**config.mk**
```make
export PLATFORM = sky130hd
export DESIGN_NAME = timer_counter_dev_flat
export DESIGN_NICKNAME = d
export VERILOG_FILES = /design/src/rtl/tc_pkg.sv /design/src/rtl/timer_counter_dev_if.sv /design/src/rtl/tc_count_fsm.sv /design/src/rtl/timer_counter_dev.sv /design/src/flat_wrapper.sv
export SDC_FILE = /design/constraint.sdc
export NUM_CORES = 1
export LEC_CHECK = 0
export ABC_AREA = 1
export CORE_ASPECT_RATIO = 1.5
export CORE_MARGIN = 2
export CORE_UTILIZATION = 45
export DETAILED_ROUTE_END_ITERATION = 8
export GPL_TIMING_DRIVEN = 0
export PLACE_DENSITY = 0.76
export SLEW_MARGIN = 10
export SYNTH_ARGS = -nofsm -noshare
export SYNTH_HDL_FRONTEND = slang
export SYNTH_SLANG_ARGS = --single-unit
```
**constraint.sdc**
```tcl
create_clock -name clk -period 4.2 [get_ports clk]
set_clock_uncertainty 0.2 [all_clocks]
set_input_delay 1.26 -clock clk [delete_from_list [all_inputs] [get_ports clk]]
set_output_delay 1.26 -clock clk [all_outputs]
set_load 0.1 [all_outputs]
```
**src/rtl/tc_pkg.sv**
```systemverilog
// Shared types and constants for the timer/counter peripheral.
package tc_pkg;

  typedef enum logic [1:0] {
    ST_IDLE = 2'd0,
    ST_LOAD = 2'd1,
    ST_CNT  = 2'd2,
    ST_INT  = 2'd3
  } tc_state_e;

  // Word offsets inside the device window
  localparam logic [1:0] OFF_CTRL   = 2'd0;
  localparam logic [1:0] OFF_PRESET = 2'd1;
  localparam logic [1:0] OFF_COUNT  = 2'd2;

  // CTRL bit positions
  localparam int unsigned CTRL_EN      = 0;
  localparam int unsigned CTRL_MODE_LO = 1;
  localparam int unsigned CTRL_MODE_HI = 2;
  localparam int unsigned CTRL_IM      = 3;

  // MODE encodings; 2 and 3 behave as one-shot
  localparam logic [1:0] MODE_ONESHOT = 2'd0;
  localparam logic [1:0] MODE_RELOAD  = 2'd1;

  // Window bases of the two instances
  localparam logic [31:0] TC0_BASE = 32'h0000_7f00;
  localparam logic [31:0] TC1_BASE = 32'h0000_7f10;

endpackage

```
**src/rtl/timer_counter_dev_if.sv**
```systemverilog
// Bridge-side bus of the timer/counter: select, word offset, data, irq.
interface timer_counter_dev_if;
  logic        sel;
  logic        we;
  logic [3:2]  addr;
  logic [31:0] wdata;
  logic [31:0] rdata;
  logic        irq;

  modport master (output sel, we, addr, wdata, input rdata, irq);
  modport slave  (input sel, we, addr, wdata, output rdata, irq);
endinterface

```
**src/rtl/tc_count_fsm.sv**
```systemverilog
// Count-down FSM: owns state, COUNT and the pending flag.
// Optional feature macro: TC_IRQ_EN (pending flop exists only when defined).
module tc_count_fsm
  import tc_pkg::*;
(
  input  logic        clk,
  input  logic        reset,
  input  logic        en,
  input  logic [1:0]  mode,
  input  logic [31:0] preset,
  input  logic        ctrl_wr,
  output logic        en_clr,
  output logic [31:0] count,
  output logic        pending
);

  tc_state_e   state, state_next;
  logic [31:0] count_next;
  logic        pend_set, pend_clr;

  // State and COUNT registers
  always_ff @(posedge clk or negedge reset) begin
    if (!reset) begin
      state <= ST_IDLE;
      count <= '0;
    end else begin
      state <= state_next;
      count <= count_next;
    end
  end

  // Next state, COUNT update, EN-clear request and pending set/clear
  always_comb begin
    state_next = state;
    count_next = count;
    en_clr     = 1'b0;
    pend_set   = 1'b0;
    pend_clr   = 1'b0;
    case (state)
      ST_IDLE: if (en) state_next = ST_LOAD;
      ST_LOAD: begin
        count_next = preset;
        state_next = ST_CNT;
      end
      ST_CNT: begin
        if (!en) begin
          state_next = ST_IDLE;
        end else if (count != '0) begin
          count_next = count - 32'd1;
        end else begin
          state_next = ST_INT;
          pend_set   = 1'b1;
        end
      end
      ST_INT: begin
        if (mode == MODE_RELOAD) begin
          state_next = ST_LOAD;
          pend_clr   = 1'b1;
        end else begin
          en_clr     = 1'b1;
          state_next = ST_IDLE;
        end
      end
    endcase
  end

`ifdef TC_IRQ_EN
  logic pending_q;

  // Pending flag: set on reaching zero, cleared by a CTRL write or on reload
  always_ff @(posedge clk or negedge reset) begin
    if (!reset) begin
      pending_q <= 1'b0;
    end else if (pend_set) begin
      pending_q <= 1'b1;
    end else if (ctrl_wr || pend_clr) begin
      pending_q <= 1'b0;
    end
  end

  assign pending = pending_q;
`else
  logic unused_pend;
  assign unused_pend = ^{ctrl_wr, pend_set, pend_clr};
  assign pending     = 1'b0;
`endif

endmodule

```
**src/rtl/timer_counter_dev.sv**
```systemverilog
// Memory-mapped count-down timer: register file, bus decode, rdata mux.
// Optional feature macro: TC_IRQ_EN (CTRL.IM storage and registered irq).
module timer_counter_dev
  import tc_pkg::*;
#(
  parameter logic [31:0] BASE_ADDR = TC0_BASE
)(
  input  logic               clk,
  input  logic               reset,
  timer_counter_dev_if.slave bus
);

  // Decode uses only the word offset; the base is kept for documentation
  localparam logic [31:0] unused_base = BASE_ADDR;

  logic        ctrl_en;
  logic [1:0]  ctrl_mode;
  logic        ctrl_im;
  logic [31:0] preset;
  logic [31:0] count;
  logic        pending;
  logic        en_clr;
  logic        ctrl_wr, preset_wr;
  logic [31:0] ctrl_rd;

  assign ctrl_wr   = bus.sel && bus.we && (bus.addr == OFF_CTRL);
  assign preset_wr = bus.sel && bus.we && (bus.addr == OFF_PRESET);

  // CTRL.EN/MODE and PRESET; a CPU write to CTRL overrides the FSM's EN clear
  always_ff @(posedge clk or negedge reset) begin
    if (!reset) begin
      ctrl_en   <= 1'b0;
      ctrl_mode <= MODE_ONESHOT;
      preset    <= '0;
    end else begin
      if (ctrl_wr) begin
        ctrl_en   <= bus.wdata[CTRL_EN];
        ctrl_mode <= bus.wdata[CTRL_MODE_HI:CTRL_MODE_LO];
      end else if (en_clr) begin
        ctrl_en <= 1'b0;
      end
      if (preset_wr) preset <= bus.wdata;
    end
  end

`ifdef TC_IRQ_EN
  logic irq_q;

  // CTRL.IM storage
  always_ff @(posedge clk or negedge reset) begin
    if (!reset)       ctrl_im <= 1'b0;
    else if (ctrl_wr) ctrl_im <= bus.wdata[CTRL_IM];
  end

  // Registered interrupt request
  always_ff @(posedge clk or negedge reset) begin
    if (!reset) irq_q <= 1'b0;
    else        irq_q <= pending & ctrl_im;
  end

  assign bus.irq = irq_q;
`else
  logic unused_pending;
  assign unused_pending = pending;
  assign ctrl_im        = 1'b0;
  assign bus.irq        = 1'b0;
`endif

  tc_count_fsm u_fsm (
    .clk     (clk),
    .reset   (reset),
    .en      (ctrl_en),
    .mode    (ctrl_mode),
    .preset  (preset),
    .ctrl_wr (ctrl_wr),
    .en_clr  (en_clr),
    .count   (count),
    .pending (pending)
  );

  // CTRL read view and offset-based read mux
  always_comb begin
    ctrl_rd                            = '0;
    ctrl_rd[CTRL_EN]                   = ctrl_en;
    ctrl_rd[CTRL_MODE_HI:CTRL_MODE_LO] = ctrl_mode;
    ctrl_rd[CTRL_IM]                   = ctrl_im;
    case (bus.addr)
      OFF_CTRL:   bus.rdata = ctrl_rd;
      OFF_PRESET: bus.rdata = preset;
      OFF_COUNT:  bus.rdata = count;
      default:    bus.rdata = '0;
    endcase
  end

endmodule

```
**src/flat_wrapper.sv**
```systemverilog
// flat-port wrapper written by rule: the top's interface ports become plain ports
module timer_counter_dev_flat import tc_pkg::*;
#(
  parameter logic [31:0] BASE_ADDR = TC0_BASE
)
  (clk, reset, bus_sel, bus_we, bus_addr, bus_wdata, bus_rdata, bus_irq);
  timer_counter_dev_if bus_i ();
  input  logic clk;
  input  logic reset;
  input wire logic [$bits(bus_i.sel)-1:0] bus_sel;
  input wire logic [$bits(bus_i.we)-1:0] bus_we;
  input wire logic [$bits(bus_i.addr)-1:0] bus_addr;
  input wire logic [$bits(bus_i.wdata)-1:0] bus_wdata;
  output wire logic [$bits(bus_i.rdata)-1:0] bus_rdata;
  output wire logic [$bits(bus_i.irq)-1:0] bus_irq;
  assign bus_i.sel = bus_sel;
  assign bus_i.we = bus_we;
  assign bus_i.addr = bus_addr;
  assign bus_i.wdata = bus_wdata;
  assign bus_rdata = bus_i.rdata;
  assign bus_irq = bus_i.irq;
  timer_counter_dev #(.BASE_ADDR(BASE_ADDR)) u_core (.clk(clk), .reset(reset), .bus(bus_i));
endmodule
```
Word-level counts from Yosys, hierarchy flattened:

Cells that the tools add are included.

* flip-flop bits (word level): 69
* input port bits: 38
* output and inout port bits: 33
* word-level logic and storage cells: 39

* $add $sub $neg: 1
* eq/ne operators: 10
* mux-type cells: 13
* reduce and logical (&&, ||, !) cells: 10

Operators by type and width (count)
* 32-bit case mux with 3 select lines: 1
* 32-bit 2-to-1 mux: 2
* 32-bit case mux with 2 select lines: 1
* 32-bit nonzero test: 1
* 32-bit by 1-bit subtractor with 32-bit output, second input constant: 1
* 2-bit case mux with 4 select lines: 1
* 2-bit by 1-bit == test with 1-bit output, second input constant: 3
* 2-bit == test, second input constant: 3
* 2-bit 2-to-1 mux: 3
* 1-bit 2-to-1 mux: 5
* 2-bit logical NOT: 2
* 2-bit by 1-bit != test with 1-bit output, second input constant: 2
* 2-bit nonzero test: 2
* 1-bit logical AND: 3
* 3-bit != test, second input constant: 1
* 3-bit AND reduction: 1
* 2-bit != test, second input constant: 1
* 2-bit AND reduction: 1

Longest topological paths before layout:

Gate-level depths: netlist of run 1.

* depth in word-level cells: 5
* mapped depth: 13
* mapped depth without buffers: 11

By module:

From an unflattened synthesis of run 1, not the netlist that was laid out.

* cell total of the unflattened synthesis: 711
* area total of the unflattened synthesis: 4660.7 um^2

Modules (own cells, without submodules)
* tc_count_fsm: times used 1, cells an instance 442, area each 2820.2 um^2, sequential area each 850.8 um^2
* timer_counter_dev: times used 1, cells an instance 269, area each 1840.5 um^2, sequential area each 875.8 um^2

Worst setup path after synthesis of run 1:

OpenSTA, ideal clock, no wires.

* path type: input to output
* start: in bus_addr[0]
* end: out bus_rdata[16]
* arrival time: 3.733 ns
* data required time: 2.740 ns
* path slack: -0.993 ns
* stages: 4
* buffers on the path: 1
* cell sequence: inv_1 nand2_1 clkbuf_1 o21ai_0

* longest elaborated chain between the ends: 2
* elaborated cells between the ends (all ways): 4
* classes of those cells: eq/ne (2); mux (1); reduce/logical (1)

Ends and longest elaborated chain
* start: declaration: RTL line flat_wrapper.sv:12 `input wire logic [$bits(bus_i.addr)-1:0] bus_addr;`
* 2-bit == test (tied with other cells): RTL line timer_counter_dev.sv:87 `case (bus.addr)`
* 32-bit case mux with 3 select lines *: RTL line timer_counter_dev.sv:87
* end: declaration: RTL line flat_wrapper.sv:14 `output wire logic [$bits(bus_i.rdata)-1:0] bus_rdata;`

Mark *: on every way between the ends. The rest lies on a longest branch, timed or not.

Worst setup path in the final report of run 1:

* start: in bus_addr[0]
* end: out bus_rdata[12]

Same word-level chain as after synthesis.

==> results_dict.tcl, run 1 <==
set metrics [dict create \
    crit_required_ns 2.74 \
    routed_wl_mm 15.10 \
    die_w_um 85.02 \
    p_leak_nw 2.773 \
    hold_depth 2 \
    nFillCells 894 \
    setup_tns_ns 0 \
    die_h_um 125.5 \
    end_kind "output pin" \
    rr_endpoint "u_core.u_fsm.count[28]" \
    final_nets 752 \
    diodes 0 \
    cp_slowest_cell "clkdlybuf4s15_2" \
    period_share_pct 99.02 \
    synth.avg_cell_area_um2 7.044 \
    critPathMaxStageDelay_ns 0.27 \
    critPathKind "in -> out" \
    synth.top_cell.area_share_pct 38.97 \
    coreArea_um2 9634 \
    worstMarginPinSlew_ns 0.6795 \
    grt_use_total_pct 29.24 \
    drcViolationCount 0 \
    syn2layout_area_growth_pct 30.53 \
    hp-start "u_core.preset[2]" \
    rsz0062_at_grt "no" \
    finalHoldViolCount 0 \
    htreeDepth 3 \
    num_vias 4531 \
    dp.final_hpwl_mm 11.40 \
    synth-seq-cells 69 \
    final_antenna_net_count 0 \
    io_pins 71 \
    overflow 0 \
    timing.critical_path.buf_inv 7 \
    synth.area.top_cells "dfrtp_1, nand2_1, nor2_1" \
    clk_path_buf_depth 2 \
    yosysWarnings 0 \
    regToRegSetupSlack_ns 1.87 \
    holdCritPathClass "reg -> reg" \
    wl_per_cell_um 18.13 \
    grt_pass1_wl_mm 23.68 \
    powerDensity_nw_per_um2 735.5 \
    min_to "u_core.preset[2]" \
    clkTransAtPathRegs_ns 0.06 \
    cp-start-kind "input port" \
    irDropWorstVdd_v 0.0004880 \
    synth.net_count 668 \
    crit_top_cell "buf_4" \
    grt_max_degree 47 \
    worst_slack_ns 0.04098 \
    worstPathArrival_ns 2.70 \
    yosysTopAreaCell "dfrtp_1" \
    grt_pass1_vias 4644 \
    fin_crit_ns 4.159 \
    dr.pass1.iters 5 \
    max_freq_mhz 240.4 \
    drive_gt1_share_pct 20.89 \
    status "finished, final reports clean" \
    grt_antenna_before_repair 0 \
    syn_inst 629 \
    worstPathCellList "clkdlybuf4s15_2, inv_12, nor2_4, buf_4, clkinvlp_4, buf_4, buf_4, o22ai_2, buf_6" \
    maxCapViolCount 0 \
    setup_viol 0 \
    cts_tree "built" \
    ys_types 35 \
    power_w 0.004254 \
    placed_area_um2 5369 \
    slew_viol_final 0 \
    slew-limit-headroom_pct 54.70 \
    dieArea_um2 10670 \
    drt_first_iter_violations 278 \
    ys_seq_area_share_pct 38.97 \
    cts_hold_buf 0 \
    viasPerCell 5.439 \
    initial_core_util_pct 45.99 \
    clock-sinks 69 \
    register_area_um2 1727 \
    reg2regPathDepth 13 \
    clk_latency_ns 0.34 \
    place_ws_ns -1.728 \
    io_buffers 69 \
    multi_input_area_um2 2427 \
    timing.rr.start "u_core.u_fsm.count[0]" \
    crit_fanout 10 \
    netlist_area_um2 4430 \
    numCtsBuffers 9 \
    design_area_um2 5783 \
    path_delay_family "buffers and inverters" \
    cts_root_buf "clkbuf_16" \
    routabilityCongestion 0.9530 \
    rows 44 \
    fin_hold_ws_ns 0.3216 \
]
[state kept, by name, summed over array words and instances, names as in the netlist]
signal and count:
u_core.ctrl_en 1, u_core.preset 32, u_core.u_fsm.state 2, u_core.ctrl_mode 2, u_core.u_fsm.count 32
[cells in the final DEF, fill, tap and decap left out, drive strengths merged, types with 15 or more instances in the layout]
master         count
a21oi             17
o21ai             57
buf               36
dfrtp             69
o22ai             15
nor2              92
nand2            197
nand3             51
inv               72
clkbuf            31
clkdlybuf4s50     34
[worst max path at each step]
stage | from | to | slack, ns | cells after the start
after floorplan | bus_addr[0] | bus_rdata[10] | -0.60 | 5
after global placement | bus_addr[0] | bus_rdata[8] | -1.73 | 7
after detailed placement | bus_addr[0] | bus_rdata[8] | -1.73 | 7
after CTS | bus_addr[0] | bus_rdata[28] | 0.002 | 9
after global routing | bus_addr[0] | bus_rdata[8] | 0.002 | 9
final | bus_addr[0] | bus_rdata[12] | 0.04 | 9
[what timing repair did]
| action | 4_1_cts | 5_1_grt |
|---|---|---|
| endpoints found under the setup margin | 32 | 24 |
| buffers inserted | 3 | 0 |
| pin swaps | 1 | 0 |
| gates resized for setup | 193 | 20 |
[logic make-up after synthesis]
kind of cell,Yosys count,synth area share [%]
xor gates and xnor gates,3,0.5932
muxes,14,3.558
DFF,69,38.97
AOI/OAI and AO/OA,94,12.43
buffers and inverters,96,9.206
and+or+nand+nor,351,34.88
adders and majority gates,1,0.2824
other,1,0.08464
[stage by stage]
step	utilization, %	std cells
after detailed placement	55.73	814
after global routing	60.03	833
after global placement	55.47	813
after floorplan	-	629
after CTS	59.42	833
final	60.03	833
[cells in the mapped netlist]
master / number
mux2_2: 14
clkbuf_1: 7
xor2_1: 3
inv_1: 71
buf_4: 3
o221ai_1: 1
nand4_1: 6
nor2_4: 4
o211ai_1: 3
o21ai_0: 44
nand2_4: 4
o21ai_2: 12
ha_1: 1
nand2_2: 4
a21oi_1: 17
nor4_1: 1
buf_1: 3
buf_2: 7
inv_6: 1
nor3_1: 3
nand2_1: 188
o21ba_2: 1
nand3_2: 5
nand3_1: 46
and2_1: 1
o21ai_1: 1
buf_6: 3
conb_1: 1
nor2_8: 1
nor2_2: 5
nand2_8: 1
inv_2: 1
dfrtp_1: 69
o22ai_1: 15
nor2_1: 82
[routing by layer]
| metal | part of all wire (%) | up-vias | track usage (%) |
|---|---|---|---|
| li1 | - | 2183 | - |
| met1 | 38 | 2162 | 32.67 |
| met2 | 53 | 143 | 52.67 |
| met3 | 4.5 | 43 | 4.620 |
| met4 | 4.7 | 0 | 14.57 |
| met5 | 0 | - | 0 |
[final cells by class]
cell class | instances | area share, %
multi-input combinational | 464 | 41.97
tap | 115 | 2.488
clock buffer | 10 | 3.959
inverter | 73 | 5.106
timing repair buffer | 73 | 12.16
sequential | 69 | 29.86
buffer | 23 | 2.531
clock inverter | 6 | 1.926
[where the power goes]
part           internal [W]  switching (W)  total (W)
Sequential         0.000894       0.000263    0.00116
Clock              0.000580       0.000307   0.000887
Combinational      0.000639        0.00157    0.00221
[worst reg2reg max path: cells and delay by family (launching register included)]
family	cells	cell delay (ns)
flops	1	0.37
simple gates	8	0.87
buf+inv	4	0.61
fa+ha+maj	1	0.18
Note: power is estimated with default switching activity, not from simulation.
==> run 2: changes to the inputs <==
--- a/config.mk
+++ b/config.mk
@@ -16,3 +16,4 @@
 export SYNTH_ARGS = -nofsm -noshare
 export SYNTH_HDL_FRONTEND = slang
 export SYNTH_SLANG_ARGS = --single-unit
+export TNS_END_PERCENT = 30
==> run 2 against run 1 <==
Combinational power grew 5%. Final cell count is 0.36% higher. Wire length is 2.4% lower. Clock power is 5.0% lower. Fmax is 1.7% higher. Largest power group unchanged.
==> results_dict.tcl, run 2 (same netlist as run 1, synthesis figures left out) <==
set metrics [dict create \
    status "finished, final reports clean" \
    routed_wl_mm 14.74 \
    num_vias 4555 \
    drcViolationCount 0 \
    drive_gt1_share_pct 20.94 \
    initial_core_util_pct 45.99 \
    viasPerCell 5.449 \
    diodes 0 \
    regToRegSetupSlack_ns 1.97 \
    rr_endpoint "u_core.u_fsm.count[26]" \
    holdCritPathClass "reg -> reg" \
    clkTransAtPathRegs_ns 0.05 \
    coreArea_um2 9634 \
    finalHoldViolCount 0 \
    cts_root_buf "clkbuf_16" \
    irDropWorstVdd_v 0.0004504 \
    use_met2_pct 50.00 \
    final_antenna_net_count 0 \
    grt_antenna_before_repair 0 \
    critPathMaxStageDelay_ns 0.25 \
    grt_pass1_wl_mm 23.31 \
    cp_slowest_cell "clkinvlp_4" \
    setup_tns_ns 0 \
    period_share_pct 97.33 \
    rsz0062_at_grt "no" \
    crit_fanout 5 \
    max_freq_mhz 244.6 \
    utilization_pct 62.49 \
    dieArea_um2 10670 \
    setup_viol 0 \
    p_leak_nw 2.851 \
    timing.critical_path.buf_inv 5 \
    io_buffers 69 \
    htreeDepth 3 \
    path_delay_family "buffers and inverters" \
    nFillCells 837 \
    numCtsBuffers 9 \
    maxCapViolCount 0 \
    grt_busiest_layer "met2" \
    layout_common_cells "nand2_1, nor2_1, inv_1, dfrtp_1, nand3_1" \
    rows 44 \
    cp-start-kind "input port" \
    reg2regPathDepth 13 \
    dr.pass1.iters 6 \
    fin_crit_ns 4.088 \
    die_h_um 125.5 \
    grtUsageMet3_pct 3.630 \
    worstMarginPinSlew_ns 0.6850 \
    dp.final_hpwl_mm 10.83 \
    grt_use_total_pct 28.32 \
    end_kind "output pin" \
    io_pins 71 \
    die_w_um 85.02 \
    routabilityCongestion 0.9924 \
    multi_input_area_um2 2485 \
    stdcell_count 836 \
    worstPathArrival_ns 2.63 \
    syn2layout_area_growth_pct 35.89 \
    grt_max_degree 45 \
    place_inst 814 \
    critPathKind "in -> out" \
    cts_tree "built" \
    hold_depth 2 \
    wl_per_cell_um 17.63 \
    slew_viol_final 0 \
    reg_top3 "u_core.preset x32, u_core.u_fsm.count x32" \
    register_area_um2 1727 \
    timing.rr.start "u_core.u_fsm.count[0]" \
    crit_required_ns 2.74 \
    worstPathCellList "dlygate4sd2_1, inv_2, nor2_4, clkinvlp_4, clkbuf_16, o22ai_4, buf_12" \
    hp-start "u_core.preset[2]" \
    final_common_cell "nand2_1" \
    slew-limit-headroom_pct 54.34 \
    grt_pass1_vias 4605 \
    overflow 0 \
    drt_first_iter_violations 363 \
    min_to "u_core.preset[2]" \
    clk_path_buf_depth 2 \
    grt.met1_usage_pct 32.76 \
    clk_latency_ns 0.34 \
    final_nets 755 \
    clock-sinks 69 \
    powerDensity_nw_per_um2 715.5 \
]
==> run 2: cell count changes in the layout (fill, tap and decap cells not counted), moves of 2 or more <==
cell,previous run,this run
clkbuf_4,14,0
buf_4,8,21
buf_12,1,13
o22ai_4,1,8
o21ai_1,2,7
o21ai_2,25,20
o22ai_1,5,0
buf_2,12,8
buf_6,12,8
clkdlybuf4s15_2,4,0
buf_8,0,2
clkbuf_16,9,11
clkbuf_8,1,3
o22ai_2,9,7
==> run 2: metrics by stage <==
| step | hold slack, ns | setup WS (ns) | power (W) | area, µm² |
|---|---|---|---|---|
| floorplan | 0.2530 | -0.6206 | 0.002721 | 4461 |
| global placement | 0.2708 | -1.417 | 0.003237 | 5295 |
| detailed placement | 0.2734 | -1.445 | 0.003291 | 5320 |
| CTS | 0.2871 | 0.1482 | 0.004290 | 6021 |
| global route | 0.3407 | 0.03860 | 0.004555 | 6021 |
| finish | 0.2871 | 0.1122 | 0.004308 | 6021 |
==> run 2: per-layer routing <==
metal  up-vias  wire (µm)  part of all wire, %
li1       2198          -                    -
met1      2150       5599                   38
met2       162       7821                   53
met3        45        598                  4.1
met4         0        715                  4.9
met5         -          0                    0
==> run 2: timing repair <==
action / 4_1_cts / 5_1_grt
resized for setup: 279 / 0
setup buffers: 5 / 0
endpoints found under the setup margin: 32 / 0
hold buffers: 0 / 0
==> run 2: how the worst max path moves through the flow <==
stage / from / to / depth (start not counted)
after floorplan: bus_addr[0] / bus_rdata[10] / 5
after global placement: bus_addr[0] / bus_rdata[28] / 7
after detailed placement: bus_addr[0] / bus_rdata[28] / 7
after CTS: bus_addr[0] / bus_rdata[28] / 7
after global routing: bus_addr[0] / bus_rdata[28] / 7
final: bus_addr[0] / bus_rdata[28] / 7
==> run 2: worst register-to-register path, stage by stage, from the launching register on <==
cell     delay [ns]
dfrtp_1        0.37
inv_1          0.13
ha_1           0.16
buf_2          0.22
nand2_4        0.11
nor2_8         0.19
nand2_4        0.07
nor2_4         0.11
nand2_4        0.07
nand2_8        0.11
inv_6          0.08
buf_6          0.17
nand3_2        0.08
nand2_1        0.05
==> run 2: report_power, final <==
group | switching, W | internal (W)
combinational | 0.00159 | 0.000717
clock | 0.000293 | 0.000550
sequential | 0.000261 | 0.000894
total | 0.00215 | 0.00216
==> run 2: area by class of cell <==
type,count,area share [%]
Clock inverter,4,1.164
Inverter,73,4.697
Timing Repair Buffer,76,14.78
Sequential cell,69,28.68
Clock buffer,12,4.260
Multi-Input combinational cell,464,41.27
Buffer,23,2.764
Tap cell,115,2.390
==> run 3: changes to the inputs <==
--- a/config.mk
+++ b/config.mk
@@ -12,7 +12,6 @@
 export DETAILED_ROUTE_END_ITERATION = 8
 export GPL_TIMING_DRIVEN = 0
 export PLACE_DENSITY = 0.76
-export SLEW_MARGIN = 10
 export SYNTH_ARGS = -nofsm -noshare
 export SYNTH_HDL_FRONTEND = slang
 export SYNTH_SLANG_ARGS = --single-unit
==> run 3 against run 2 <==
Wire length down 0.77%. Worst hold slack improved by 0.015 ns. First-iteration DRC count fell by 8.0%. Count of clock-buffer cells in the layout unchanged. Worst setup slack improved by 0.021 ns. Combinational power down 2%. Die area unchanged. Fmax rose by 0.52%. Register-to-register slack better by 0.02 ns. Clock power is 7.6% lower. Highest routed layer unchanged.
==> results_dict.tcl, run 3 (same netlist as run 1, synthesis figures left out) <==
set metrics [dict create \
    period_share_pct 96.83 \
    overflow 0 \
    setup_viol 0 \
    routabilityCongestion 0.9924 \
    nFillCells 888 \
    clk_path_buf_depth 2 \
    final_nets 754 \
    htreeDepth 3 \
    drive_gt1_share_pct 20.69 \
    initial_core_util_pct 45.99 \
    viasPerCell 5.418 \
    clk_latency_ns 0.34 \
    end_kind "output pin" \
    grt_pass1_vias 4551 \
    critPathMaxStageDelay_ns 0.25 \
    max_freq_mhz 245.9 \
    irDropWorstVdd_v 0.0004543 \
    clock-sinks 69 \
    coreArea_um2 9634 \
    worstMarginPinSlew_ns 0.9246 \
    clkTransAtPathRegs_ns 0.06 \
    worstPathCellList "dlygate4sd2_1, inv_2, nor2_4, clkinvlp_4, clkbuf_16, o22ai_4, buf_12" \
    maxCapViolCount 0 \
    layout_common_cells "nand2_1, nor2_1, inv_1, dfrtp_1, nand3_1" \
    place_inst 813 \
    regToRegSetupSlack_ns 1.99 \
    diodes 0 \
    grt_max_degree 70 \
    rsz0062_at_grt "no" \
    drt_first_iter_violations 334 \
    fin_crit_ns 4.067 \
    finalHoldViolCount 0 \
    die_h_um 125.5 \
    cp_slowest_cell "clkinvlp_4" \
    fin_hold_ws_ns 0.3025 \
    powerDensity_nw_per_um2 713.8 \
    status "finished, final reports clean" \
    io_buffers 69 \
    cts_hold_buf 0 \
    dr.pass1.iters 7 \
    min_to "u_core.preset[2]" \
    worstPathArrival_ns 2.61 \
    cp-start-kind "input port" \
    rr_endpoint "u_core.u_fsm.count[26]" \
    syn2layout_area_growth_pct 32.93 \
    crit_required_ns 2.74 \
    drcViolationCount 0 \
    hold_depth 2 \
    critPathKind "in -> out" \
    power_w 0.004204 \
    die_w_um 85.02 \
    final_antenna_net_count 0 \
    num_vias 4524 \
    setup_tns_ns 0 \
    holdCritPathClass "reg -> reg" \
    p_leak_nw 2.799 \
    dieArea_um2 10670 \
    hp-start "u_core.preset[2]" \
    slew-limit-headroom_pct 38.36 \
    rows 44 \
    dp.final_hpwl_mm 10.64 \
    routed_wl_mm 14.62 \
    reg_top3 "u_core.preset x32, u_core.u_fsm.count x32" \
    grt_antenna_before_repair 0 \
    timing.rr.start "u_core.u_fsm.count[0]" \
    reg2regPathDepth 13 \
    wl_per_cell_um 17.51 \
    io_pins 71 \
    numCtsBuffers 9 \
    crit_fanout 6 \
    cts_root_buf "clkbuf_16" \
    stdcell_count 835 \
    grt_pass1_wl_mm 23.25 \
    slew_viol_final 0 \
    grt_use_total_pct 28.24 \
    cts_tree "built" \
    final_common_cell "nand2_1" \
]
run 3: changes by cell type in the layout (fill, tap and decap cells not counted):
| cell | before | now |
|---|---|---|
| buf_12 | 13 | 8 |
| buf_4 | 21 | 23 |
| o22ai_2 | 7 | 8 |
| o22ai_4 | 8 | 7 |
| clkinvlp_4 | 1 | 2 |
| clkbuf_1 | 4 | 5 |
| bufinv_16 | 2 | 1 |
| buf_6 | 8 | 10 |
| clkbuf_8 | 3 | 1 |
| buf_16 | 1 | 0 |
| buf_2 | 8 | 9 |
| clkbuf_4 | 0 | 1 |
run 3: critical path, delay by kind of cell:
| family | cells | cell delay, ns |
|---|---|---|
| simple gates | 1 | 0.20 |
| buf+inv | 5 | 0.97 |
| compound gates | 1 | 0.16 |
run 3: metal layers:
layer | GRT usage (%) | vias up | part of all wire [%] | wire length [µm]
met5 | 0 | - | 0 | 0
met4 | 15.03 | 0 | 4.8 | 699
met3 | 4.884 | 46 | 4.8 | 703
met2 | 49.03 | 148 | 52 | 7596
met1 | 32.53 | 2140 | 38 | 5622
li1 | - | 2190 | - | -
run 3: how the worst max path moves through the flow:
| stage | from | end | slack (ns) | cells after the start |
|---|---|---|---|---|
| after floorplan | bus_addr[0] | bus_rdata[10] | -0.62 | 5 |
| after global placement | bus_addr[0] | bus_rdata[28] | -1.42 | 7 |
| after detailed placement | bus_addr[0] | bus_rdata[28] | -1.47 | 7 |
| after CTS | bus_addr[0] | bus_rdata[28] | 0.13 | 7 |
| after global routing | bus_addr[0] | bus_rdata[28] | 0.05 | 7 |
| final | bus_addr[0] | bus_rdata[28] | 0.13 | 7 |
run 3: report_power, final:
part / leakage (nW) / internal, W / switching [W]
logic: 1.83 / 0.000691 / 0.00158
clock network: 0.143 / 0.000475 / 0.000304
registers: 0.826 / 0.000893 / 0.000258
total: 2.80 / 0.00206 / 0.00214
run 3: through the flow:
step           setup WS [ns]  cell area [µm²]  util (%)
2_1_floorplan        -0.6206             4461         -
3_3_place_gp          -1.417             5295     54.96
3_5_place_dp          -1.469             5293     54.94
4_1_cts               0.1306             5889     61.13
5_1_grt              0.05043             5889     61.13
6_report              0.1333             5889     61.13
run 3: final cells by class:
type,count,area [µm²],area share (%)
Multi-Input combinational cell,464,2477,42.07
Clock inverter,4,47.55,0.8073
Clock buffer,12,246.5,4.185
Tap cell,115,143.9,2.443
Inverter,73,282.8,4.801
Buffer,23,157.7,2.677
Sequential cell,69,1727,29.32
Timing Repair Buffer,75,807.0,13.70
run 3: what timing repair did:
item                       CTS  global route
setup endpoints to repair   32             0
gates resized for setup    263             0
setup buffers                5             0
